### config.mk
export PLATFORM = sky130hd
export DESIGN_NAME = rx_byte_to_word_fcs_sn_insert
export DESIGN_NICKNAME = d
export VERILOG_FILES = /design/src/rtl/rx_intf_pkg.sv /design/src/rtl/rx_byte_packer.sv /design/src/rtl/rx_byte_to_word_fcs_sn_insert.sv
export SDC_FILE = /design/constraint.sdc
export NUM_CORES = 1
export LEC_CHECK = 0
export ABC_AREA = 1
export CAP_MARGIN = 20
export CORE_MARGIN = 2
export CORE_UTILIZATION = 47
export DETAILED_ROUTE_END_ITERATION = 10
export PLACE_DENSITY = 0.69
export SYNTH_ARGS = -nofsm -noshare
export SYNTH_HDL_FRONTEND = slang
export SYNTH_SLANG_ARGS = --single-unit
### constraint.sdc
create_clock -name clk -period 2.6 [get_ports clk]
set_clock_uncertainty 0.15 [all_clocks]
set_input_delay 0.39 -clock clk [delete_from_list [all_inputs] [get_ports clk]]
set_output_delay 0.39 -clock clk [all_outputs]
set_load 0.05 [all_outputs]
### src/rtl/rx_intf_pkg.sv
// Shared definitions for the RX byte-to-word path: FSM encoding, word geometry,
// and the FCS/sequence-number field that can be stamped into the final word.
package rx_intf_pkg;

  localparam logic [1:0] ST_IDLE     = 2'd0;
  localparam logic [1:0] ST_PACK     = 2'd1;
  localparam logic [1:0] ST_WAIT_FCS = 2'd2;

  localparam int BYTES_PER_WORD   = 8;
  localparam int LANE_W           = 3;

  localparam int SN_FIELD_W       = 16;
  localparam int SN_FIELD_FCS_BIT = 15;
  localparam int SN_FIELD_SN_W    = 12;

  // Field is {fcs_ok, 3'b0, sn[11:0]}, stored little-endian over the FCS tail.
  function automatic logic [SN_FIELD_W-1:0] sn_field(input logic fcs_ok,
                                                     input logic [SN_FIELD_SN_W-1:0] sn);
    logic [SN_FIELD_W-1:0] f;
    f = '0;
    f[SN_FIELD_SN_W-1:0] = sn;
    f[SN_FIELD_FCS_BIT]  = fcs_ok;
    return f;
  endfunction

endpackage

### src/rtl/rx_byte_packer.sv
// Writes bytes into 8 lanes of a 64-bit word; o_word shows the word including this cycle's byte.
// Zero latency combinationally; no backpressure, lanes clear on i_clr.
module rx_byte_packer
  import rx_intf_pkg::*;
(
  input  logic                clk,
  input  logic                rstn,
  input  logic                i_clr,
  input  logic                i_wr,
  input  logic [LANE_W-1:0]   i_lane,
  input  logic [7:0]          i_byte,
  output logic [63:0]         o_word,
  output logic                o_full
);

  logic [63:0] r_lanes;
  logic [63:0] w_merged;

  always_comb begin
    w_merged = r_lanes;
    for (int i = 0; i < BYTES_PER_WORD; i++) begin
      if (i_wr && (i_lane == LANE_W'(i))) w_merged[i*8 +: 8] = i_byte;
    end
  end

  always_ff @(posedge clk or negedge rstn) begin
    if (!rstn)      r_lanes <= '0;
    else if (i_clr) r_lanes <= '0;
    else if (i_wr)  r_lanes <= w_merged;
  end

  assign o_word = w_merged;
  assign o_full = i_wr && (i_lane == LANE_W'(BYTES_PER_WORD - 1));

endmodule

### src/rtl/rx_byte_to_word_fcs_sn_insert.sv
// Packs PSDU bytes into 64-bit words (1-cycle latency), holds the last word until the FCS verdict.
// No backpressure; RX_FCS_SN_INSERT_EN stamps {fcs_ok,3'b0,sn} over the FCS tail of the final word.
module rx_byte_to_word_fcs_sn_insert
  import rx_intf_pkg::*;
#(
  parameter int DATA_WIDTH = 64,
  parameter int LEN_WIDTH  = 16,
  parameter int SN_WIDTH   = 12
) (
  input  logic                  clk,
  input  logic                  rstn,
  input  logic                  sig_valid,
  input  logic                  ht_unsupport,
  input  logic [LEN_WIDTH-1:0]  pkt_len,
  input  logic [7:0]            byte_in,
  input  logic                  byte_in_strobe,
  input  logic                  fcs_in_strobe,
  input  logic                  fcs_ok,
  input  logic                  rx_pkt_sn_plus_one,
  output logic [DATA_WIDTH-1:0] data_to_acc,
  output logic                  data_ready_to_acc,
  output logic                  fcs_valid,
  output logic [SN_WIDTH-1:0]   rx_pkt_sn,
  output logic                  byte_overrun
);

  logic [1:0]            r_state;
  logic [LEN_WIDTH-1:0]  r_len;
  logic [LEN_WIDTH-1:0]  r_idx;
  logic [SN_WIDTH-1:0]   r_sn;
  logic [DATA_WIDTH-1:0] r_data;
  logic                  r_vld;
  logic                  r_fcs_valid;
  logic                  r_overrun;

  logic                  w_accept;
  logic                  w_wr;
  logic                  w_last;
  logic                  w_full;
  logic                  w_emit_mid;
  logic                  w_emit_final;
  logic                  w_clr;
  logic [LEN_WIDTH-1:0]  w_len_m1;
  logic [DATA_WIDTH-1:0] w_pk_word;
  logic [DATA_WIDTH-1:0] w_final_word;

  assign w_accept     = sig_valid && !ht_unsupport && (pkt_len != '0);
  assign w_len_m1     = r_len - LEN_WIDTH'(1);
  assign w_wr         = (r_state == ST_PACK) && byte_in_strobe && !w_accept;
  assign w_last       = (r_idx == w_len_m1);
  assign w_emit_mid   = w_full && !w_last;
  // The final word leaves either with its last byte (same-cycle verdict) or later from WAIT_FCS.
  assign w_emit_final = (w_wr && w_last && fcs_in_strobe) ||
                        ((r_state == ST_WAIT_FCS) && fcs_in_strobe && !w_accept);
  assign w_clr        = w_accept || w_emit_mid || w_emit_final;

  rx_byte_packer u_packer (
    .clk    (clk),
    .rstn   (rstn),
    .i_clr  (w_clr),
    .i_wr   (w_wr),
    .i_lane (r_idx[LANE_W-1:0]),
    .i_byte (byte_in),
    .o_word (w_pk_word),
    .o_full (w_full)
  );

`ifdef RX_FCS_SN_INSERT_EN
  logic [LANE_W-1:0]     w_last_lane;
  logic [SN_FIELD_W-1:0] w_field;

  assign w_last_lane = w_len_m1[LANE_W-1:0];
  assign w_field     = sn_field(fcs_ok, SN_FIELD_SN_W'(r_sn));

  // Low byte lands one lane below; when the tail straddles words only the high byte is here.
  always_comb begin
    w_final_word = w_pk_word;
    for (int i = 0; i < BYTES_PER_WORD; i++) begin
      if (w_last_lane == LANE_W'(i))
        w_final_word[i*8 +: 8] = w_field[15:8];
      else if ({1'b0, w_last_lane} == (LANE_W+1)'(i + 1))
        w_final_word[i*8 +: 8] = w_field[7:0];
    end
  end
`else
  assign w_final_word = w_pk_word;
`endif

  always_ff @(posedge clk or negedge rstn) begin
    if (!rstn) begin
      r_state <= ST_IDLE;
      r_len   <= '0;
      r_idx   <= '0;
    end else if (w_accept) begin
      r_state <= ST_PACK;
      r_len   <= pkt_len;
      r_idx   <= '0;
    end else begin
      case (r_state)
        ST_PACK: begin
          if (w_wr) begin
            r_idx <= r_idx + LEN_WIDTH'(1);
            if (w_last) r_state <= fcs_in_strobe ? ST_IDLE : ST_WAIT_FCS;
          end
        end
        ST_WAIT_FCS: if (fcs_in_strobe) r_state <= ST_IDLE;
        default:     r_state <= ST_IDLE;
      endcase
    end
  end

  always_ff @(posedge clk or negedge rstn) begin
    if (!rstn) begin
      r_data      <= '0;
      r_vld       <= 1'b0;
      r_fcs_valid <= 1'b0;
    end else begin
      r_vld       <= w_emit_mid || w_emit_final;
      r_fcs_valid <= w_emit_final && fcs_ok;
      if (w_emit_mid)        r_data <= w_pk_word;
      else if (w_emit_final) r_data <= w_final_word;
    end
  end

  always_ff @(posedge clk or negedge rstn) begin
    if (!rstn) begin
      r_overrun <= 1'b0;
      r_sn      <= '0;
    end else begin
      if (w_accept)                                  r_overrun <= 1'b0;
      else if (byte_in_strobe && r_state != ST_PACK) r_overrun <= 1'b1;
      if (rx_pkt_sn_plus_one) r_sn <= r_sn + SN_WIDTH'(1);
    end
  end

  assign data_to_acc       = r_data;
  assign data_ready_to_acc = r_vld;
  assign fcs_valid         = r_fcs_valid;
  assign rx_pkt_sn         = r_sn;
  assign byte_overrun      = r_overrun;

endmodule

After elaboration in Yosys (flattened, before gate mapping)
Index checks and enable logic that the tools add are counted.

Bits in registers: 177. Output and inout bits: 79. Logic and storage cells: 84. Bits of input ports: 32.

Reductions and logical operators: 35. Add/sub/neg operators: 3. Equality and inequality tests: 14. Muxes and demuxes: 23.

Operators with widths (count): two-way mux 64 bit (4); two-way mux 8 bit (8); two-way mux 16 bit (3); logical AND 1 bit (19); adder 16 x 1 -> 16 bit, second input constant (1); equality test 16 bit (1); nonzero test 16 bit (1); subtractor 16 x 1 -> 16 bit, second input constant (1); adder 12 x 1 -> 12 bit, second input constant (1); equality test 3 bit, second input constant (4); two-way mux 2 bit (5); nonzero test 2 bit (5); equality test 3 x 2 -> 1 bit, second input constant (2); != test 3 bit, second input constant (2); logical OR 1 bit (4); one-hot mux 2 bit (2 select lines) (1); equality test 3 x 1 -> 1 bit, second input constant (1); logical NOT 1 bit (3); logical NOT 3 bit (1); != test 3 x 2 -> 1 bit, second input constant (1); AND reduction 3 bit (1); equality test 2 x 1 -> 1 bit, second input constant (1); equality test 2 bit, second input constant (1); two-way mux 1 bit (2); other kinds (2) (2).

Longest topological paths before layout
Gate-level depths: netlist (run 1).

Word-level depth: 10. Depth in mapped cells: 17. Depth with buffers taken out: 15.

Modules after synthesis
A second synthesis (run 1) with hierarchy kept.

Cells, all modules: 1180. Area total of the unflattened synthesis: 8819.7 um^2.

By module, submodules not included: rx_byte_to_word_fcs_sn_insert (area each 5531.6 um^2, sequential area each 2827.7 um^2, cells an instance 686, instances 1); rx_byte_packer (area each 3288.2 um^2, sequential area each 1601.5 um^2, cells an instance 494, instances 1).

Least setup slack after synthesis (run 1)
OpenSTA, ideal clock, no wires.

Kind: register -> register. From: reg r_len[0]. To: reg r_data[54], in the netlist data_to_acc[54]. Buffers on the path: 2. Cell stages (with the launch flop): 15. Required time: 2331 ps. Library setup time: 119 ps. Slack: 331 ps. Data arrival time: 2000 ps. Period minus slack after synthesis: 2269 ps. Cell sequence: dfrtp_1 > clkinv_1 > ha_1 > nand2_2 > nor2_2 > xor2_1 > nand2_1 > nor2_1 > nand2_1 > nor2_1 > nand3_2 > buf_4 > buf_4 > nand4_1 > nand2_1.

Word-level cells in the longest chain between the ends: 6. Elaborated cells on any way between the ends: 9. Classes of those cells: add/sub (1); eq/ne (1); mux (1); reduce/logical (6).

Ends and longest elaborated chain: start: declaration (line rx_byte_to_word_fcs_sn_insert.sv:28) `logic [LEN_WIDTH-1:0] r_len;`; start signal: assignment (line rx_byte_to_word_fcs_sn_insert.sv:96) `r_len <= pkt_len;`; subtractor 16 x 1 -> 16 bit * (line rx_byte_to_word_fcs_sn_insert.sv:48) `assign w_len_m1 = r_len - LEN_WIDTH'(1);`; equality test 16 bit * (line rx_byte_to_word_fcs_sn_insert.sv:50) `assign w_last = (r_idx == w_len_m1);`; logical AND 1 bit (2 in a row) (line rx_byte_to_word_fcs_sn_insert.sv:53) `assign w_emit_final = (w_wr && w_last && fcs_in_strobe) ||`; logical OR 1 bit (line rx_byte_to_word_fcs_sn_insert.sv:53); nonzero test 2 bit (no line); end signal: assignment (line rx_byte_to_word_fcs_sn_insert.sv:120) `if (w_emit_mid) r_data <= w_pk_word;`; end signal: assignment (line rx_byte_to_word_fcs_sn_insert.sv:121) `else if (w_emit_final) r_data <= w_final_word;`; end: declaration (line rx_byte_to_word_fcs_sn_insert.sv:31) `logic [DATA_WIDTH-1:0] r_data;`.

Mark *: on every way between the ends. The rest lies on a longest branch, timed or not. A chain may end at the register's enable or synchronous reset.

Worst setup path after layout (run 1)
From: reg r_len[0]. To: reg u_packer.r_lanes[14].

Word-level cells in the longest chain between the ends: 7. Elaborated cells on any way between the ends: 11. Classes of those cells: add/sub (1); eq/ne (1); mux (1); reduce/logical (8).

Ends and longest elaborated chain: subtractor 16 x 1 -> 16 bit * (line rx_byte_to_word_fcs_sn_insert.sv:48); equality test 16 bit * (line rx_byte_to_word_fcs_sn_insert.sv:50); logical NOT 1 bit or logical AND 1 bit (tied branches) (line rx_byte_to_word_fcs_sn_insert.sv:51, rx_byte_to_word_fcs_sn_insert.sv:53); logical AND 1 bit, on equally long branches (line rx_byte_to_word_fcs_sn_insert.sv:51, rx_byte_to_word_fcs_sn_insert.sv:53); logical OR 1 bit, on equally long branches (line rx_byte_to_word_fcs_sn_insert.sv:55, rx_byte_to_word_fcs_sn_insert.sv:53); logical OR 1 bit * (line rx_byte_to_word_fcs_sn_insert.sv:55) `assign w_clr = w_accept || w_emit_mid || w_emit_final;`; two-way mux 64 bit or nonzero test 2 bit (tied branches); end signal: assignment (line rx_byte_packer.sv:29) `else if (i_wr) r_lanes <= w_merged;`; end: declaration (line rx_byte_packer.sv:16) `logic [63:0] r_lanes;`.

Marked as above.

==> results of run 1 <==
-- flip-flops by register name, summed over array words and instances, names as in the netlist, 2 cells and up --
name / count
r_idx: 16
r_state: 2
data_to_acc: 64
u_packer.r_lanes: 64
r_len: 16
rx_pkt_sn: 12
-- through the flow --
| step | setup WS [ns] | hold slack [ns] | area, um2 | cells |
|---|---|---|---|---|
| floorplan | 0.3312 | -0.05559 | 8736 | 1067 |
| global placement | -0.1172 | 0.2263 | 10310 | 1407 |
| detailed placement | -0.1234 | 0.2286 | 10310 | 1407 |
| CTS | 0.0009766 | 0.3205 | 10900 | 1440 |
| global route | -0.02147 | 0.3547 | 11010 | 1442 |
| finish | 0.1504 | 0.3168 | 11010 | 1442 |
-- how the worst max path moves through the flow --
stage	startpoint	to	cells past startpoint
after floorplan	r_len[0]	data_to_acc[54]	14
after global placement	pkt_len[14]	data_to_acc[5]	15
after detailed placement	pkt_len[12]	data_to_acc[21]	15
after CTS	r_len[1]	data_to_acc[55]	14
after global routing	r_len[2]	u_packer.r_lanes[14]	12
final	r_len[0]	u_packer.r_lanes[14]	13
-- repair_timing --
item                       4_1_cts  5_1_grt
gates resized for setup          0       20
buffers inserted                 0        1
hold buffers                     1        0
hold endpoints to repair        48        0
setup endpoints to repair        0      130
-- cell usage after synthesis, types with 8 or more instances --
master and n:
sky130_fd_sc_hd__a21oi_1 10, sky130_fd_sc_hd__buf_2 19, sky130_fd_sc_hd__buf_6 10, sky130_fd_sc_hd__clkbuf_1 16
sky130_fd_sc_hd__dfrtp_1 177, sky130_fd_sc_hd__ha_1 8, sky130_fd_sc_hd__inv_1 150, sky130_fd_sc_hd__nand2_1 297
sky130_fd_sc_hd__nand3_1 35, sky130_fd_sc_hd__nand4_1 74, sky130_fd_sc_hd__nor2_1 45, sky130_fd_sc_hd__nor3_1 53
sky130_fd_sc_hd__nor3_2 20, sky130_fd_sc_hd__o21ai_0 84, sky130_fd_sc_hd__xnor2_1 13, sky130_fd_sc_hd__xor2_1 12
-- critical path: stages (launching register included) --
cell and delay, ns:
sky130_fd_sc_hd__dfrtp_1 0.37, sky130_fd_sc_hd__clkinv_1 0.13, sky130_fd_sc_hd__ha_4 0.26, sky130_fd_sc_hd__xnor2_1 0.11
sky130_fd_sc_hd__nor2_1 0.08, sky130_fd_sc_hd__nand3_1 0.09, sky130_fd_sc_hd__nor2_2 0.14, sky130_fd_sc_hd__nand3_1 0.09
sky130_fd_sc_hd__nor2_1 0.10, sky130_fd_sc_hd__nand3_1 0.16, sky130_fd_sc_hd__nand2_4 0.16, sky130_fd_sc_hd__nand2_2 0.11
sky130_fd_sc_hd__buf_4 0.21, sky130_fd_sc_hd__nor3_1 0.20
-- per-layer routing --
| metal | vias to the layer above | part of all wire |
|---|---|---|
| li1 | 3688 | - |
| met3 | 19 | 0.047 |
| met4 | 0 | 0.013 |
| met5 | - | 0 |
| met2 | 192 | 0.46 |
| met1 | 3550 | 0.48 |
-- final cells by class --
class                      instances  area (um2)  share of cell area
sequential                       177        4429              0.4022
tap                              229       286.5             0.02602
multi-input combinational        684        3487              0.3166
timing repair buffer             167        1662              0.1509
clock inverter                    15       148.9             0.01352
clock buffer                      17       425.4             0.03863
inverter                         153       574.3             0.05215
-- power by group through the flow --
stage / sequential, mW / clock, mW / combinational [mW]
after floorplan: 4.17 / 0 / 0.811
after global placement: 3.42 / 0 / 2.39
after detailed placement: 3.42 / 0 / 2.42
after CTS: 3.37 / 2.57 / 2.43
after global routing: 3.42 / 2.68 / 2.64
final: 3.37 / 2.52 / 2.44
-- cell families (layout without fill, tap and decap cells) --
family                     Yosys count  in the layout  synth area share
AOI/OAI and AO/OA                  103            103           0.06016
adders and majority gates            8              8           0.01146
DFF                                177            177            0.5070
xor gates and xnor gates            25             25           0.02506
muxes                                1              1          0.001289
buffers and inverters              206            352            0.1024
and+or+nand+nor                    547            547            0.2926
==> reports/metrics.sh, run 1 <==
OUTCOME='complete, no violations'
CHIPWIDTH_UM=140.3
CTS_BUFFER_DEPTH=2
SYNTH_TOP_CELLS_BY_AREA='sky130_fd_sc_hd__dfrtp_1, sky130_fd_sc_hd__nand2_1, sky130_fd_sc_hd__inv_1, sky130_fd_sc_hd__nand4_1, sky130_fd_sc_hd__o21ai_0'
GLOBAL_ROUTE.PEAK_USAGE_LAYER='met2'
POST_SYNTH_INSTANCE_AREA_UM2=8736
POWER_REPORT.INTERNAL_TOTAL_mW=5.330
RSZ0062_AT_GRT='true'
YOSYS_MOST_USED_DFF='sky130_fd_sc_hd__dfrtp_1'
CRITPATHLAUNCHTYPE='register'
NUM_ROWS=49
GR-USAGE-ALL-LAYERS=0.2218
N_FILL_CELL=1593
CLOCK_INSERTION_DELAY_WORST_SKEW_NS=0.43
TIMING.SETUP.CRITICAL_PATH_CLASS='register to register'
POWER.CLOCK.FRACTION=0.302
FLOW.AREA_GROWTH_FROM_SYNTHESIS_PCT=26.07
PWR-SHARE-SEQ=0.405
ROUTING_USAGE_ON_MET1=0.3187
NETLIST.AREA_LEADER.SHARE=0.5070
GLOBALROUTEOVERFLOWTOTAL=0
LAYOUT_COMMONEST_CELL='sky130_fd_sc_hd__nand2_1'
REPORT.FINAL.SETUP_VIOL=0
DRT.ANTENNA.VIOLATING_NETS=0
WORSTPATHMAXFANOUT=15
WORST-ENDPOINT-REQUIRED_NS=2.79
GROUTE.LAYER.MET2.USAGE=0.3506
YOSYS_REGISTER_BITS=177
FINAL.MIN_CLOCK_PERIOD_NS=2.450
DRT_FIRST_ITER_VIOLATIONS=525
P_SW_FRAC=0.3605
DIE-HEIGHT_UM=140.3
FIRST_GLOBAL_VIAS=7046
FP.COREAREA_UM2=18090
FINALPOWER_mW=8.334
DIODES_INSERTED=0
WORST-R2R-SETUP-SLACK_NS=0.15
ANTENNA_FOUND_INITIAL=0
WIRE_PER_INST_UM=14.85
WORST_R2R_STARTPOINT='r_len[0]'
SYN_NETS=1107
DRT_DRC_VIOLATIONS_LEFT=0
CLOCK_TREE.HTREE_LEVEL_COUNT=4
DETAILROUTE.VIA_COUNT=7449
FIN_NETS=1240
NUMBER_OF_MAX_SLEW_VIOLATIONS_IN_THE_FINAL_REPORT=0
HPWLAFTERDP_MM=14.37
SYNTH.DISTINCT_CELLS=36
FIRST_PASS_ITERS=5
GP_ROUTABILITY_CONGESTION=0.8511
ASYNC_FLOP_SHARE=1.000
CTS_ROOT_BUFFER='sky130_fd_sc_hd__clkbuf_16'
CLK_TRANSITION_REPORTED_PATHS_NS=0.07
START_UTIL=0.4830
FINALCOREUTILIZATION=0.6089
MIN-DELAY-PATH-CLASS='register to register'
VIAS_PER_CELL=5.166
POWER_DENSITY_OVER_THE_CELLS_nW_PER_UM2=756.7
POWER_FRAC_COMB=0.293
MAXCAPVIOLCOUNT=0
MOST-COMMON-LAYOUT-CELLS='sky130_fd_sc_hd__nand2_1, sky130_fd_sc_hd__dfrtp_1, sky130_fd_sc_hd__inv_1, sky130_fd_sc_hd__clkdlybuf4s50_1, sky130_fd_sc_hd__o21ai_0'
SYNTH_ENABLE_FLOP_CELLS=0
WIRELENGTH_MM=21.41
MAXIMUM_NUMBER_OF_PINS_ON_ONE_NET_BEFORE_GLOBAL_ROUTE_REPAIR=75
GRT_FIRST_PASS_WIRELENGTH_MM=35.34
FRACTION_OF_LAYOUT_CELLS_WITH_A_SIZE_SUFFIX_ABOVE_1=0.1138
PERIOD_SHARE=0.9421
IO_BUFFER_COUNT=110
MET3_USAGE=0.03556
SYNTH_AREA_PER_CELL_UM2=8.187
WHS_PATH_DEPTH=1
WORST_REG2REG_PATH_ENDPOINT='u_packer.r_lanes[14]'
CLKSINKCOUNT=177
IOPINCOUNT=111
FLOORPLAN.DIE_AREA_UM2=19690
FINALHOLDVIOLATIONS=0
MAXSLEWHEADROOM=0.6199
TRITONCTS.NUM_BUFFERS=17
WORST_R2R_PATH_DEPTH=13
CP-END-KIND='register'
MIN-DELAY-START='rx_pkt_sn[11]'
FMAXACHIEVABLE_MHz=408.2
ARRIVAL_NS=2.64
SYNTHCELLS=1067
CTS_TREE='done'
POWER_SPENT_CHARGING_AND_DISCHARGING_NETS_mW=3.004
WORST_HOLD_PATH.ENDPOINT='rx_pkt_sn[11]'
CELLLEAKAGEPOWER_nW=5.811
YOSYS_WARNINGS=0
YOSYSSEQAREASHARE=0.5070
YOSYSTOPAREACELL='sky130_fd_sc_hd__dfrtp_1'
VDD.IR_DROP.WORST_mV=0.5369
TIGHTEST_SLEW_NS=0.5683
SETUP_TNS_NS=0
Note: power is estimated with default switching activity, not from simulation.
==> inputs of run 2 (changes only) <==
--- a/config.mk
+++ b/config.mk
@@ -11,6 +11,7 @@
 export CORE_UTILIZATION = 47
 export DETAILED_ROUTE_END_ITERATION = 10
 export PLACE_DENSITY = 0.69
+export SLEW_MARGIN = 20
 export SYNTH_ARGS = -nofsm -noshare
 export SYNTH_HDL_FRONTEND = slang
 export SYNTH_SLANG_ARGS = --single-unit
==> results of run 2 <==
No change in the layout: final DEF, timing and power equal those of run 1.
